`src/rtl/game_pkg.sv`:
```
// Shared types for the game controller: FSM state codes, BCD digit type and
// the bit offsets of the fields packed into the quad-display word.
package game_pkg;

  typedef enum logic [2:0] {
    ST_IDLE     = 3'd0,
    ST_REGEN    = 3'd1,
    ST_PLAY     = 3'd2,
    ST_COOLDOWN = 3'd3,
    ST_GAMEOVER = 3'd4
  } state_t;

  typedef logic [3:0] bcd_digit_t;

  localparam int DISP_LIVES_LSB = 28;
  localparam int DISP_STATE_LSB = 24;
  localparam int DISP_SCORE_LSB = 0;

endpackage

```
`src/rtl/game_state_ctrl_bcd.sv`:
```
// Four-digit BCD score counter: synchronous clear wins over increment,
// count holds at 9999; result visible the cycle after inc.
module bcd_counter4
  import game_pkg::*;
(
  input  logic              clk,
  input  logic              arst_n,
  input  logic              clr,
  input  logic              inc,
  output bcd_digit_t [3:0]  count
);

  bcd_digit_t [3:0] count_nxt;
  logic             carry;

  always_comb begin
    count_nxt = count;
    carry     = 1'b1;
    if (count != 16'h9999) begin
      for (int i = 0; i < 4; i++) begin
        if (carry) begin
          if (count[i] == 4'd9) begin
            count_nxt[i] = 4'd0;
          end else begin
            count_nxt[i] = count[i] + 4'd1;
            carry        = 1'b0;
          end
        end
      end
    end
  end

  always_ff @(posedge clk or negedge arst_n) begin
    if (!arst_n) begin
      count <= '0;
    end else if (clr) begin
      count <= '0;
    end else if (inc) begin
      count <= count_nxt;
    end
  end

endmodule

```
`src/rtl/game_state_ctrl.sv`:
```
// Ball-vs-safe-zone game controller: per-pixel hit test on the scan stream,
// frame-rate FSM for lives/score/cooldown; decisions take effect one cycle after the last pixel.
module game_state_ctrl
  import game_pkg::*;
#(
  parameter int SCREEN_WIDTH    = 800,
  parameter int SCREEN_HEIGHT   = 600,
  parameter int BALL_RADIUS     = 20,
  parameter int START_LIVES     = 3,
  parameter int COOLDOWN_FRAMES = 60
) (
  input  logic                             clk,
  input  logic                             arst_n,
  input  logic [$clog2(SCREEN_WIDTH)-1:0]  i_screen_x,
  input  logic [$clog2(SCREEN_HEIGHT)-1:0] i_screen_y,
  input  logic                             i_is_safe,
  input  logic [$clog2(SCREEN_WIDTH)-1:0]  i_ball_x,
  input  logic [$clog2(SCREEN_HEIGHT)-1:0] i_ball_y,
  input  logic                             i_btn_start,
  input  logic                             i_zone_rdy,
  output logic                             o_regenerate,
  output logic [2:0]                       o_state,
  output logic                             o_hit,
  output logic [31:0]                      o_disp_data
);

  localparam int XW  = $clog2(SCREEN_WIDTH);
  localparam int YW  = $clog2(SCREEN_HEIGHT);
  localparam int SW  = 2 * ((XW > YW ? XW : YW) + 1) + 2;
  localparam int CDW = $clog2(COOLDOWN_FRAMES + 2);

  localparam logic [XW-1:0]  X_LAST     = XW'(SCREEN_WIDTH - 1);
  localparam logic [YW-1:0]  Y_LAST     = YW'(SCREEN_HEIGHT - 1);
  localparam logic [SW-1:0]  R2         = SW'(BALL_RADIUS * BALL_RADIUS);
  localparam logic [3:0]     LIVES_INIT = 4'(START_LIVES);
  localparam logic [CDW-1:0] CD_INIT    = CDW'(COOLDOWN_FRAMES);

  logic [XW-1:0]    x_d, ball_x_q, bx;
  logic [YW-1:0]    y_d, ball_y_q, by;
  logic             btn_q, start_ev;
  logic             at_origin, frame_end;
  logic [XW:0]      dx;
  logic [YW:0]      dy;
  logic [SW-1:0]    dx_e, dy_e, dist2;
  logic             pix_hit, frame_hit, hit_now;

  state_t           state, state_nxt;
  logic [3:0]       lives, lives_nxt;
  logic [CDW-1:0]   cd_cnt, cd_nxt;
  logic             regen_nxt, hit_nxt, score_inc, score_clr;
  bcd_digit_t [3:0] score;
  logic [31:0]      disp_nxt;

  assign at_origin = (x_d == '0) && (y_d == '0);
  assign frame_end = (x_d == X_LAST) && (y_d == Y_LAST);
  assign start_ev  = i_btn_start && !btn_q;

  // The origin pixel itself is tested against the ball position being latched now.
  assign bx    = at_origin ? i_ball_x : ball_x_q;
  assign by    = at_origin ? i_ball_y : ball_y_q;
  assign dx    = {1'b0, x_d} - {1'b0, bx};
  assign dy    = {1'b0, y_d} - {1'b0, by};
  assign dx_e  = {{(SW-XW-1){dx[XW]}}, dx};
  assign dy_e  = {{(SW-YW-1){dy[YW]}}, dy};
  assign dist2 = dx_e * dx_e + dy_e * dy_e;

  assign pix_hit = (dist2 <= R2) && !i_is_safe;
  assign hit_now = (at_origin ? 1'b0 : frame_hit) | pix_hit;

  always_comb begin
    state_nxt = state;
    lives_nxt = lives;
    cd_nxt    = cd_cnt;
    regen_nxt = 1'b0;
    hit_nxt   = 1'b0;
    score_inc = 1'b0;
    score_clr = 1'b0;
    case (state)
      ST_IDLE, ST_GAMEOVER: begin
        if (start_ev) begin
          regen_nxt = 1'b1;
          lives_nxt = LIVES_INIT;
          score_clr = 1'b1;
          state_nxt = ST_REGEN;
        end
      end
      ST_REGEN: begin
        // o_regenerate is high only in the first REGEN cycle; a ready seen then is stale.
        if (frame_end && i_zone_rdy && !o_regenerate) state_nxt = ST_PLAY;
      end
      ST_PLAY: begin
        if (frame_end) begin
          if (hit_now) begin
            hit_nxt   = 1'b1;
            lives_nxt = lives - 4'd1;
            if (lives <= 4'd1) begin
              state_nxt = ST_GAMEOVER;
            end else begin
              state_nxt = ST_COOLDOWN;
              cd_nxt    = CD_INIT;
            end
          end else begin
            score_inc = 1'b1;
          end
        end
      end
      ST_COOLDOWN: begin
        if (frame_end) begin
          if (cd_cnt <= CDW'(1)) begin
            cd_nxt    = '0;
            state_nxt = ST_PLAY;
          end else begin
            cd_nxt = cd_cnt - CDW'(1);
          end
        end
      end
      default: state_nxt = ST_IDLE;
    endcase
  end

  always_comb begin
    disp_nxt = '0;
    disp_nxt[DISP_LIVES_LSB +: 4]  = lives;
    disp_nxt[DISP_STATE_LSB +: 3]  = state;
    disp_nxt[DISP_SCORE_LSB +: 16] = score;
  end

  always_ff @(posedge clk or negedge arst_n) begin
    if (!arst_n) begin
      x_d          <= '0;
      y_d          <= '0;
      btn_q        <= 1'b0;
      ball_x_q     <= '0;
      ball_y_q     <= '0;
      frame_hit    <= 1'b0;
      state        <= ST_IDLE;
      lives        <= LIVES_INIT;
      cd_cnt       <= '0;
      o_regenerate <= 1'b0;
      o_hit        <= 1'b0;
      o_disp_data  <= {LIVES_INIT, 28'h0};
    end else begin
      x_d          <= i_screen_x;
      y_d          <= i_screen_y;
      btn_q        <= i_btn_start;
      if (at_origin) begin
        ball_x_q <= i_ball_x;
        ball_y_q <= i_ball_y;
      end
      frame_hit    <= hit_now;
      state        <= state_nxt;
      lives        <= lives_nxt;
      cd_cnt       <= cd_nxt;
      o_regenerate <= regen_nxt;
      o_hit        <= hit_nxt;
      o_disp_data  <= disp_nxt;
    end
  end

  assign o_state = state;

  bcd_counter4 u_score (
    .clk    (clk),
    .arst_n (arst_n),
    .clr    (score_clr),
    .inc    (score_inc),
    .count  (score)
  );

endmodule
```
`config.mk`:
```
export PLATFORM = sky130hd
export DESIGN_NAME = game_state_ctrl
export DESIGN_NICKNAME = d
export VERILOG_FILES = /design/src/rtl/game_pkg.sv /design/src/rtl/game_state_ctrl_bcd.sv /design/src/rtl/game_state_ctrl.sv
export SDC_FILE = /design/constraint.sdc
export NUM_CORES = 1
export LEC_CHECK = 0
export CAP_MARGIN = 20
export CELL_PAD_IN_SITES_DETAIL_PLACEMENT = 0
export CELL_PAD_IN_SITES_GLOBAL_PLACEMENT = 1
export CORE_ASPECT_RATIO = 0.8
export CORE_MARGIN = 1.5
export CORE_UTILIZATION = 30
export CTS_CLUSTER_SIZE = 20
export DETAILED_ROUTE_END_ITERATION = 16
export PLACE_DENSITY = 0.57
export SETUP_SLACK_MARGIN = 0.05
export SKIP_CTS_REPAIR_TIMING = 1
export SLEW_MARGIN = 20
export SYNTH_ARGS = -nofsm -noshare
export SYNTH_HDL_FRONTEND = slang
export SYNTH_SLANG_ARGS = --single-unit
```
`constraint.sdc`:
```
create_clock -name clk -period 12.2 [get_ports clk]
set_input_delay 1.83 -clock clk [delete_from_list [all_inputs] [get_ports clk]]
set_output_delay 1.83 -clock clk [all_outputs]
set_load 0.01 [all_outputs]
```
== After elaboration in Yosys (flattened, before gate mapping) ==
Index checks and enable logic that the tools add are counted.

* Add/sub/neg operators: 9
* $mul: 2
* Divide/modulo/power cells: 0
* Magnitude comparators: 3
* Equal/unequal tests: 18
* Shift-type cells: 0
* Mux-type cells: 47
* Bitwise logic cells: 1
* Reductions and logical operators: 27

{| class="wikitable"
|+ Operator list
! cell !! count
|-
| $mux W16 || 3
|-
| $mul A11 B11 Y22 || 2
|-
| $mux W4 || 10
|-
| $mux W6 || 5
|-
| $le A24 B9 Y1 const B || 1
|-
| $add A22 B22 Y23 || 1
|-
| $sub A10 B10 Y11 || 2
|-
| $mux W3 || 7
|-
| $eq A10 B10 Y1 const B || 2
|-
| $logic_not A10 Y1 || 2
|-
| $mux W10 || 2
|-
| $mux W1 || 17
|-
| $add A4 B1 Y4 const B || 4
|-
| $eq A4 B4 Y1 const B || 4
|-
| $ne A16 B16 Y1 const B || 1
|-
| $ne A2 B2 Y1 const B || 7
|-
| $reduce_bool A2 Y1 || 7
|-
| $pmux W3 S4 || 1
|-
| $pmux W6 S2 || 1
|-
| $reduce_and A3 Y1 || 3
|-
| $pmux W4 S2 || 1
|-
| $eq A3 B2 Y1 const B || 2
|-
| $le A6 B1 Y1 const B || 1
|-
| $logic_and A1 B1 Y1 || 6
|-
| 13 further kinds || 15
|}

* Flip-flop bits (word level): 96
* Bits in latches: 0
* Memory bits (writable): 0
* Memory bits (read-only): 0
* Input bits: 45
* Word-level logic and storage cells: 123
* Memories: 0

== Logic depth before layout (Yosys ltp) ==
Gate-level depths: netlist of the first run.

* Word-level depth: 14
* Gate-level depth with buffers: 48
* Mapped depth without buffers: 43

== Hierarchy ==
A second synthesis of the first run with hierarchy kept.

* Cells, all modules: 1401
* Area, all modules: 13492.9 µm²

{| class="wikitable"
|+ Modules (own cells, without submodules)
! module !! times used !! cells each !! area each (µm²)
|-
| game_state_ctrl || 1 || 1298 || 12530.8
|-
| bcd_counter4 || 1 || 103 || 962.2
|}

== Worst setup path after synthesis of the first run ==
Ideal clock, no wire load.

* Path type: register to register
* Start point: reg y_d[3]
* End point: reg cd_cnt[0]
* Library setup time: 125 ps
* Arrival: 11302 ps
* Setup slack: 773 ps
* Stages on the path, launching flop included: 47
* Buffers on the path: 5
* Path through: dfrtp_1 or4_1 nor4_1 and4_1 clkbuf_1 clkbuf_1 mux2_2 ha_1 fa_1 nor2b_1 o21ai_0 a21boi_0 o21ai_0 a21boi_0 o21ai_0 a21boi_0 o21ai_0 nand2b_1 [... 11 more ...] inv_1 fa_1 inv_1 fa_1 inv_1 ha_1 nor3b_1 a2111oi_0 o21ai_0 nor3b_1 and3_1 nand4_1 o41a_1 buf_6 inv_4 a21o_4 nand2_4 mux2_4

* Cells in the longest elaborated chain, start to end: 11
* Elaborated cells between the ends (all ways): 19

{| class="wikitable"
|+ Ends and longest elaborated chain
! what !! line !! source
|-
| from (decl) || game_state_ctrl.sv:39 || <nowiki>logic [YW-1:0] y_d, ball_y_q, by;</nowiki>
|-
| from (signal assigned) || game_state_ctrl.sv:144 || <nowiki>y_d <= i_screen_y;</nowiki>
|-
| $logic_not A10 Y1 || game_state_ctrl.sv:54 || <nowiki>assign at_origin = (x_d == '0) && (y_d == '0);</nowiki>
|-
| $logic_and A1 B1 Y1 || game_state_ctrl.sv:54 ||
|-
| $mux W10 || -- ||
|-
| via bx[0] || game_state_ctrl.sv:38 || <nowiki>logic [XW-1:0] x_d, ball_x_q, bx;</nowiki>
|-
| $sub A10 B10 Y11 || game_state_ctrl.sv:61 || <nowiki>assign dx = {1'b0, x_d} - {1'b0, bx};</nowiki>
|-
| $mul A11 B11 Y22 || game_state_ctrl.sv:65 || <nowiki>assign dist2 = dx_e * dx_e + dy_e * dy_e;</nowiki>
|-
| $add A22 B22 Y23 || game_state_ctrl.sv:65 ||
|-
| $le A24 B9 Y1 || game_state_ctrl.sv:67 || <nowiki>assign pix_hit = (dist2 <= R2) && !i_is_safe;</nowiki>
|-
| $logic_and A1 B1 Y1 || game_state_ctrl.sv:67 ||
|-
| $or A1 B1 Y1 || game_state_ctrl.sv:68 || <nowiki>assign hit_now = (at_origin ? 1'b0 : frame_hit) | pix_hit;</nowiki>
|-
| via hit_now || game_state_ctrl.sv:45 || <nowiki>logic pix_hit, frame_hit, hit_now;</nowiki>
|-
| $ne A2 B2 Y1 (no line) || -- ||
|-
| $reduce_and A5 Y1 (no line) || -- ||
|-
| to (signal assigned) || game_state_ctrl.sv:153 || <nowiki>cd_cnt <= cd_nxt;</nowiki>
|-
| to (decl) || game_state_ctrl.sv:49 || <nowiki>logic [CDW-1:0] cd_cnt, cd_nxt;</nowiki>
|}

The timed path passes the listed nets, and every way through them passes these cells.
A chain may end at the register's enable or synchronous reset.

== Worst setup path after layout of the first run ==
* Start point: in i_ball_x[0]
* End point: reg cd_cnt[0]

* Cells in the longest elaborated chain, start to end: 9

{| class="wikitable"
|+ Ends and longest elaborated chain
! what !! line !! source
|-
| from (decl) || game_state_ctrl.sv:17 || <nowiki>input logic [$clog2(SCREEN_WIDTH)-1:0] i_ball_x,</nowiki>
|-
| $mux W10 || -- ||
|-
| via bx[0] || game_state_ctrl.sv:38 ||
|-
| $sub A10 B10 Y11 || game_state_ctrl.sv:61 ||
|-
| $mul A11 B11 Y22 || game_state_ctrl.sv:65 ||
|-
| $add A22 B22 Y23 || game_state_ctrl.sv:65 ||
|-
| $le A24 B9 Y1 || game_state_ctrl.sv:67 ||
|-
| $logic_and A1 B1 Y1 || game_state_ctrl.sv:67 ||
|-
| $or A1 B1 Y1 || game_state_ctrl.sv:68 ||
|-
| via hit_now || game_state_ctrl.sv:45 ||
|-
| $ne A2 B2 Y1 (no line) || -- ||
|-
| $reduce_and A5 Y1 (no line) || -- ||
|}

The timed path passes the listed nets, and every way through them passes these cells.

==> out/results.ini, run 1 <==
[die]
core_area_mm2=0.0443
fp.dieH_um=192
die_x_um=239
initial_core_util_pct=30.3
fp-row-count=69
dieArea_mm2=0.0460
ios=82

[critical_path]
ff2ff_setup_slack_ns=0.83
crit_end=cd_cnt[0]$_DFFE_PN0P_
cpMaxStageDelayCell=fa_1
startpoint_type=primary input
path_max_fanout=12
crit_type=in -> reg
worstReg2RegEnd=cd_cnt[0]$_DFFE_PN0P_
worst_ep_arrival_time_ns=11.75
r2r_start=y_d[3]$_DFF_PN0_
r2r_cells=43
slowest_delay_ns=0.63
cp_data_required_time_ns=12.43
setup.worst_path.start=i_ball_x[0]
crit_top_cell=fa_1
end_kind=flop

[global_routing]
grt.overflow.total=0
grt_use_total_pct=16.2
grt_pass1_vias=10100
grt_max_degree=66
grt_pass1_wl_um=56700
grt_antenna_before_repair=0

[route]
drt-total-wl_um=34800
first_pass_iters=5
wl_per_cell_um=16.5
num_vias=9215
ant_nets=0
drtIter0Drc=408
routed_via_density=4.36
drc_errors=0

[finish]
drive_above_1_share_pct=6.48
layout.cells.non_filler=2115
layout_common_cells=inv_1, fa_1, nor2_1
num_antenna_cells=0
layout_commonest_cell=inv_1
nFillCells=4583
fin_area_mm2=0.0155
nets=1908
area_growth_syn_to_layout_pct=15.5

[clock_network]
clkSinkCount=96
cts_tree=built
htree_levels=3
clk_latency_ns=0.35
clock_path_buffers=2
clk_pin_slew_ns=0.07
root_buffer=clkbuf_16
cts_buffers=9

[sta]
setup_viol=0
fin_crit_sh_pct=94.4
finalClockSkew_ns=0.0111
worstMarginPinSlew_ns=0.838
fin_crit_ns=11.52
rsz0062_at_grt=no
fmaxAchievable_mhz=86.8
setup-tns-final_ns=0
slew_viol_final=0
max_slew_margin_pct=44.1
timing.final.hold_violations=0

[placed_design]
dp_cells=2097
dp_hpwl_um=30300
placed_cell_area_mm2=0.0151
port_buffers=72
place_congestion=0.834

[synthesis]
ys_ff_latch=96
yosys_warnings=0
seq_area_frac_synth_pct=17.9
syn-instance-count=1402
synth-edff-count=0
yosysUniqueCellTypes=71
ys.flop_type=dfrtp_1
netlist_area_mm2=0.0134
syn_area_per_cell_um2=9.57
ys_async_sr_fraction_pct=100

[outcome]
outcome=finished, final reports clean

[hold_path]
hold_path_class=reg -> reg
hold_start=lives[1]$_DFFE_PN1P_

[run]
drv_cap=0

[cells in the mapped netlist, drive strengths merged (7+ instances only)]
library cell,n,share of area [%]
a21boi,8,0.45
a21o,12,0.73
a21oi,28,1.1
a31oi,11,0.51
buf,12,0.65
clkbuf,20,0.57
dfrtp,92,17
fa,244,36
ha,112,10
inv,370,10
mux2i,26,1.9
nand2,91,2.6
nand2b,21,0.98
nand3,17,0.67
nand4,8,0.37
nor2,128,3.6
nor2b,13,0.61
nor3,14,0.52
nor3b,8,0.45
o211ai,8,0.48
o21ai,27,1.0
or2,7,0.33
xnor2,28,1.8
xor2,12,0.78
[state kept, by name, summed over array words and instances (netlist names), 3 cells and up]
signal / cells
u_score.count: 16
o_disp_data: 23
ball_x_q: 10
ball_y_q: 10
cd_cnt: 6
o_state: 3
y_d: 10
lives: 4
x_d: 10
[logic make-up (layout without fill, tap and decap cells)]
| logic type | after synthesis | in the layout | share of synthesized area (%) |
|---|---|---|---|
| adder cells (fa/ha/maj) | 356 | 356 | 46.9 |
| other | 1 | 9 | 0.0280 |
| AO/OA/AOI/OAI | 131 | 131 | 6.57 |
| AND/OR/NAND/NOR | 338 | 338 | 11.7 |
| buffers and inverters | 408 | 510 | 11.8 |
| multiplexers | 32 | 32 | 2.50 |
| XOR/XNOR | 40 | 40 | 2.61 |
| flip-flops | 96 | 96 | 17.9 |
[routing by layer]
metal	vias to the layer above	track usage, %	share of wire [%]
li1	4458	-	-
met1	4615	24.6	52
met2	132	25.2	44
met3	10	1.83	3.3
met4	0	1.97	0.71
met5	-	0	0
[how the worst min path moves through the flow]
stage | end | depth (start not counted)
after floorplan | o_disp_data[29]$_DFF_PN1_ | 0
after global placement | o_disp_data[29]$_DFF_PN1_ | 0
after detailed placement | o_disp_data[29]$_DFF_PN1_ | 0
after CTS | o_disp_data[29]$_DFF_PN1_ | 0
after global routing | o_disp_data[29]$_DFF_PN1_ | 0
final | o_disp_data[29]$_DFF_PN1_ | 0
[final cells by class]
class                      count  area (um2)  share of cell area, %
clock buffer                  11         243                   1.57
timing repair buffer         118        1090                   7.05
inverter                     376        1420                   9.17
sequential                    96        2410                   15.5
multi-input combinational    906        9490                   61.2
clock inverter                 5        87.6                  0.565
tap                          603         754                   4.87
[worst max-delay path, delay by kind of cell]
family / cells / cell delay, ns
adder cells (fa/ha/maj): 10 / 4.85
AO/OA/AOI/OAI: 11 / 2.19
buffers and inverters: 9 / 1.18
AND/OR/NAND/NOR: 8 / 1.08
multiplexers: 2 / 0.59
[per-stage QoR]
stage               worst slack, ns  utilization, %  hold slack [ns]
finish                        0.681            35.0            0.385
global route                 0.0637            35.0            0.386
CTS                           0.290            34.9            0.381
detailed placement           0.0874            34.1            0.370
global placement              0.247            34.1            0.371
floorplan                     0.773               -            0.358
Power of run 1 is not shown: default switching activity piles up to over one toggle a cycle in this logic, so the estimate is an artifact.
==> inputs of run 2 (changes only) <==
--- a/config.mk
+++ b/config.mk
@@ -9,11 +9,13 @@
 export CELL_PAD_IN_SITES_DETAIL_PLACEMENT = 0
 export CELL_PAD_IN_SITES_GLOBAL_PLACEMENT = 1
 export CORE_ASPECT_RATIO = 0.8
-export CORE_MARGIN = 1.5
+export CORE_MARGIN = 3
 export CORE_UTILIZATION = 30
 export CTS_CLUSTER_SIZE = 20
 export DETAILED_ROUTE_END_ITERATION = 16
+export GPL_TIMING_DRIVEN = 0
 export PLACE_DENSITY = 0.57
+export RECOVER_POWER = 100
 export SETUP_SLACK_MARGIN = 0.05
 export SKIP_CTS_REPAIR_TIMING = 1
 export SLEW_MARGIN = 20
==> run 2 against run 1 <==
  * The flow now finishes with violations (capacitance limit, slew limit)
  * Maximum frequency is 1.9% lower
  * First-iteration DRC count grew 18%
  * Global-route usage decreased by 0.71 points
  * Sequential share of layout area fell by 0.35 points
  * Critical path depth rose by 4
  * Largest cell class unchanged
  * Wire length grew 0.27%
  * Register-to-register slack worse by 0.37 ns
  * Clock skew is 0.0027 ns lower
  * Final cell count increased by 1.0%
==> out/results.ini, run 2 (same netlist as run 1, synthesis figures left out) <==
[finish]
largestRegisters=o_disp_data x23, u_score.count x16  ; unchanged
num_antenna_cells=0  ; unchanged
area_growth_syn_to_layout_pct=18.2  ; was 15.5%
largest-register=o_disp_data  ; unchanged
nets=1938  ; was 1908
layout.cells.non_filler=2137  ; was 2115
largest_reg_flops=23  ; unchanged
layout_commonest_cell=inv_1  ; unchanged
layout_common_cells=inv_1, fa_1, nor2_1  ; unchanged
drive_above_1_share_pct=10.3  ; was 6.48%
nFillCells=4532  ; was 4583

[critical_path]
end_kind=flop  ; unchanged
crit_type=reg -> reg  ; was in -> reg
path_max_fanout=13  ; was 12
slowest_delay_ns=0.56  ; was 0.63 ns
crit_top_cell=fa_1  ; unchanged
startpoint_type=flop  ; was primary input
worst_ep_arrival_time_ns=11.96  ; was 11.75 ns
cp_data_required_time_ns=12.42  ; was 12.43 ns
cpMaxStageDelayCell=fa_1  ; unchanged

[clock_network]
root_buffer=clkbuf_16  ; unchanged
clk_latency_ns=0.35  ; about the same
clkSinkCount=96  ; unchanged
cts_tree=built  ; unchanged
htree_levels=3  ; unchanged
clk_pin_slew_ns=0.07  ; about the same
clock_path_buffers=2  ; unchanged
cts_buffers=9  ; unchanged

[placed_design]
dp_hpwl_um=30000  ; was 30300 um
dp_cells=2078  ; was 2097
dp_slack_ns=-2.51  ; was 0.0874 ns
port_buffers=72  ; unchanged
place_congestion=0.795  ; was 0.834

[hold_path]
hold_path_class=reg -> reg  ; unchanged

[global_routing]
grt.overflow.total=0  ; unchanged
grt_pass1_wl_um=57200  ; was 56700 um
grt_max_degree=70  ; was 66
grt_use_total_pct=15.5  ; was 16.2%
grt_pass1_vias=9949  ; was 10100
grt_antenna_before_repair=0  ; unchanged

[route]
routed_via_density=4.43  ; was 4.36
drtIter0Drc=480  ; was 408
ant_nets=0  ; unchanged
drt-total-wl_um=34900  ; was 34800 um
wl_per_cell_um=16.3  ; was 16.5 um
num_vias=9467  ; was 9215
first_pass_iters=5  ; unchanged
drc_errors=0  ; unchanged

[sta]
worstMarginPinSlew_ns=3.78  ; was 0.838 ns
rsz0062_at_grt=no  ; unchanged
fin_crit_sh_pct=96.2  ; was 94.4%
fmaxAchievable_mhz=85.2  ; was 86.8 MHz
finalClockSkew_ns=0.00836  ; was 0.0111 ns
timing.final.hold_violations=0  ; unchanged
max_slew_margin_pct=-152  ; was 44.1%
finalWorstSetupSlack_ns=0.462  ; was 0.681 ns
slew_viol_final=70  ; was 0
setup-tns-final_ns=0  ; unchanged
setup_viol=0  ; unchanged
fin_crit_ns=11.74  ; was 11.52 ns

[outcome]
outcome=complete, but fails checks  ; was finished, final reports clean
failed_checks=capacitance limit, slew limit

[die]
fp.dieH_um=195  ; was 192 um
core_area_mm2=0.0436  ; was 0.0443 mm2
ios=82  ; unchanged
initial_core_util_pct=30.7  ; was 30.3%
die_x_um=242  ; was 239 um
fp-row-count=68  ; was 69
dieArea_mm2=0.0473  ; was 0.0460 mm2

[run]
drv_cap=1  ; was 0

run 2: cell types whose count changed in the layout (fill, tap and decap cells not counted), sizes merged:
cell	delta
buf	+16
clkinv	-1
dlygate4sd3	+49
clkbuf	+11
dlymetal6s2s	+2
bufinv	-2
clkdlybuf4s50	-51
clkinvlp	+6
run 2: worst paths after layout:
check | start | endpoint | slack (ns) | cells past startpoint
setup / recovery | y_d[3]$_DFF_PN0_ | cd_cnt[1]$_DFFE_PN0P_ | 0.46 | 44
hold / removal | lives[1]$_DFFE_PN1P_ | o_disp_data[29]$_DFF_PN1_ | 0.40 | 0
setup reg to reg | y_d[3]$_DFF_PN0_ | cd_cnt[1]$_DFFE_PN0P_ | 0.46 | 44
hold reg to reg | lives[1]$_DFFE_PN1P_ | o_disp_data[29]$_DFF_PN1_ | 0.40 | 0
max in group asynchronous | arst_n | frame_hit$_DFF_PN0_ | 6.11 | 2
min in group asynchronous | arst_n | o_disp_data[3]$_DFF_PN0_ | 1.83 | 1
run 2: final cells by class:
type                    instances  area [um2]  area share, %
plain buffers                  28         193           1.22
multi-input cells             906        9710           61.3
flip-flops and latches         96        2410           15.2
clock inverters                 7        53.8          0.339
inverters                     376        1440           9.11
repair buffers                119        1070           6.74
well taps                     595         744           4.70
repair inverters                1        7.51         0.0473
clock buffers                   9         225           1.42
run 2: critical path: cells and delay by family, from the launching register on:
kind / cells / cell delay (ns)
buffers and inverters: 10 / 1.30
adder cells (fa/ha/maj): 10 / 4.50
XOR/XNOR: 1 / 0.12
multiplexers: 2 / 0.67
flip-flops: 1 / 0.42
AO/OA/AOI/OAI: 12 / 2.53
AND/OR/NAND/NOR: 9 / 2.05
run 2: layer usage:
layer | global-route usage, % | up-vias | part of all wire (%)
li1 | - | 4521 | -
met1 | 24.0 | 4792 | 53
met2 | 22.9 | 144 | 43
met3 | 2.69 | 10 | 4.0
met4 | 1.96 | 0 | 0.47
met5 | 0 | - | 0
run 2: metrics by stage:
step | util, % | instance area (um2) | hold WS [ns]
2_1_floorplan | - | 13400 | 0.358
3_3_place_gp | 34.2 | 14900 | 0.375
3_5_place_dp | 34.2 | 14900 | 0.375
4_1_cts | 34.9 | 15200 | 0.388
5_1_grt | 36.3 | 15900 | 0.422
6_report | 36.3 | 15900 | 0.403
Power of run 2 is left out for the same reason.
==> inputs of run 3 (changes only) <==
--- a/config.mk
+++ b/config.mk
@@ -16,6 +16,7 @@
 export GPL_TIMING_DRIVEN = 0
 export PLACE_DENSITY = 0.57
 export RECOVER_POWER = 100
+export REMOVE_ABC_BUFFERS = 1
 export SETUP_SLACK_MARGIN = 0.05
 export SKIP_CTS_REPAIR_TIMING = 1
 export SLEW_MARGIN = 20
==> run 3 against run 2 <==
  * Global-route usage decreased by 0.30 points
  * Critical endpoint is now cd_cnt[0]$_DFFE_PN0P_
  * Final cell count is 1.5% lower
  * Register-to-register slack gained 0.03 ns
  * Wire length decreased by 0.83%
  * Highest routed layer unchanged
  * Design area decreased by 1.1%
  * First-iteration DRC count fell by 26%
  * Clock skew rose by 0.0021 ns
  * Largest cell class unchanged
  * Critical path type unchanged
  * Sequential share of layout area up 0.16 points
  * The run still ends with capacitance limit, slew limit left
  * Non-clock buffer count fell by 32
==> out/results.ini, run 3 (same netlist as run 1, synthesis figures left out) <==
[clock_network]
clkSinkCount=96  ; unchanged
root_buffer=clkbuf_16  ; unchanged
htree_levels=3  ; unchanged
cts_tree=built  ; unchanged
clk_latency_ns=0.35  ; about the same
cts_buffers=9  ; unchanged
clk_pin_slew_ns=0.07  ; about the same
clock_path_buffers=2  ; unchanged

[route]
first_pass_iters=4  ; was 5
drc_errors=0  ; unchanged
routed_via_density=4.47  ; was 4.43
drt-total-wl_um=34600  ; was 34900 um
wl_per_cell_um=16.4  ; was 16.3 um
wl_met2_um=15300  ; was 15000 um
drtIter0Drc=356  ; was 480
m1WireLength_um=17800  ; was 18300 um
dr.max_layer_used=met4  ; unchanged
num_vias=9414  ; was 9467
ant_nets=0  ; unchanged
wl_met3_um=1250  ; was 1410 um

[placed_design]
place_congestion=0.781  ; was 0.795
port_buffers=72  ; unchanged
dp_hpwl_um=29300  ; was 30000 um

[finish]
layout_commonest_cell=inv_1  ; unchanged
nFillCells=4555  ; was 4532
drive_above_1_share_pct=8.74  ; was 10.3%
multiInputGateArea_mm2=0.00972  ; was 0.00971 mm2
layout_common_cells=inv_1, fa_1, nor2_1  ; unchanged
largestRegisters=o_disp_data x23, u_score.count x16  ; unchanged
area_growth_syn_to_layout_pct=16.9  ; was 18.2%
register_area_mm2=0.00241  ; unchanged
largest-register=o_disp_data  ; unchanged
nets=1906  ; was 1938
largest_reg_flops=23  ; unchanged

[critical_path]
crit_top_cell=fa_1  ; unchanged
end_kind=flop  ; unchanged
crit_type=reg -> reg  ; unchanged
path_max_fanout=9  ; was 13
cp_data_required_time_ns=12.43  ; was 12.42 ns
worst_ep_arrival_time_ns=11.94  ; was 11.96 ns
startpoint_type=flop  ; unchanged
cpMaxStageDelayCell=o41a_4  ; was fa_1
path_buf_inv=6  ; was 10
ff2ff_setup_slack_ns=0.49  ; was 0.46 ns
critPathTopFamily=adder cells  ; unchanged
slowest_delay_ns=0.59  ; was 0.56 ns

[sta]
fin_crit_sh_pct=96.0  ; was 96.2%
fin_crit_ns=11.71  ; was 11.74 ns
max_slew_margin_pct=-168  ; was -152%
finalClockSkew_ns=0.0105  ; was 0.00836 ns
whs_ns=0.386  ; was 0.403 ns
timing.final.hold_violations=0  ; unchanged
slew_viol_final=75  ; was 70
fmaxAchievable_mhz=85.4  ; was 85.2 MHz
worstMarginPinSlew_ns=4.03  ; was 3.78 ns
setup_viol=0  ; unchanged

[global_routing]
grt.overflow.total=0  ; unchanged
grt_max_degree=75  ; was 70
grt_use_total_pct=15.2  ; was 15.5%
grt_pass1_wl_um=56600  ; was 57200 um
grt_antenna_before_repair=0  ; unchanged
grt_pass1_vias=10000  ; was 9949

[die]
dieArea_mm2=0.0473  ; unchanged
fp.dieH_um=195  ; unchanged
ios=82  ; unchanged
core_area_mm2=0.0436  ; unchanged
fp-row-count=68  ; unchanged
die_x_um=242  ; unchanged
initial_core_util_pct=30.7  ; unchanged

[outcome]
failed_checks=capacitance limit, slew limit  ; unchanged
outcome=complete, but fails checks  ; unchanged

[run]
drv_cap=1  ; unchanged

[hold_path]
hold_path_class=reg -> reg  ; unchanged

[run 3: path summary, 6_finish.rpt]
| kind | start | end | cells past startpoint |
|---|---|---|---|
| min reg2reg | lives[1]$_DFFE_PN1P_ | o_disp_data[29]$_DFF_PN1_ | 0 |
| max reg2reg | y_d[3]$_DFF_PN0_ | cd_cnt[0]$_DFFE_PN0P_ | 37 |
| min | lives[1]$_DFFE_PN1P_ | o_disp_data[29]$_DFF_PN1_ | 0 |
| max | y_d[3]$_DFF_PN0_ | cd_cnt[0]$_DFFE_PN0P_ | 37 |
| max in group asynchronous | arst_n | o_disp_data[25]$_DFF_PN0_ | 2 |
| min in group asynchronous | arst_n | ball_x_q[6]$_DFF_PN0_ | 1 |
[run 3: routing by layer]
layer  track usage (%)  vias up
li1                  -     4454
met1              23.4     4804
met2              23.3      143
met3              1.99       13
met4              1.74        0
met5                 0        -
[run 3: cell type report]
type | instances | area share [%]
antenna | 1 | 0.0160
multi-input combinational | 907 | 62.0
sequential | 96 | 15.3
timing repair buffer | 115 | 6.72
clock inverter | 7 | 0.590
inverter | 376 | 9.18
tap | 595 | 4.75
clock buffer | 9 | 1.44
[run 3: stage by stage]
step | instances | worst slack, ns | util (%) | cell area, um2 | TNS, ns
after floorplan | 1378 | 0.830 | - | 13300 | 0
after global placement | 2045 | -2.21 | 33.8 | 14700 | -61.99
final | 2106 | 0.491 | 35.9 | 15700 | 0
after detailed placement | 2046 | -1.69 | 33.9 | 14800 | -45.10
after global routing | 2105 | -0.0159 | 35.9 | 15700 | -0.0309
after CTS | 2062 | -1.76 | 34.6 | 15100 | -47.22
Power of run 3 is left out for the same reason.
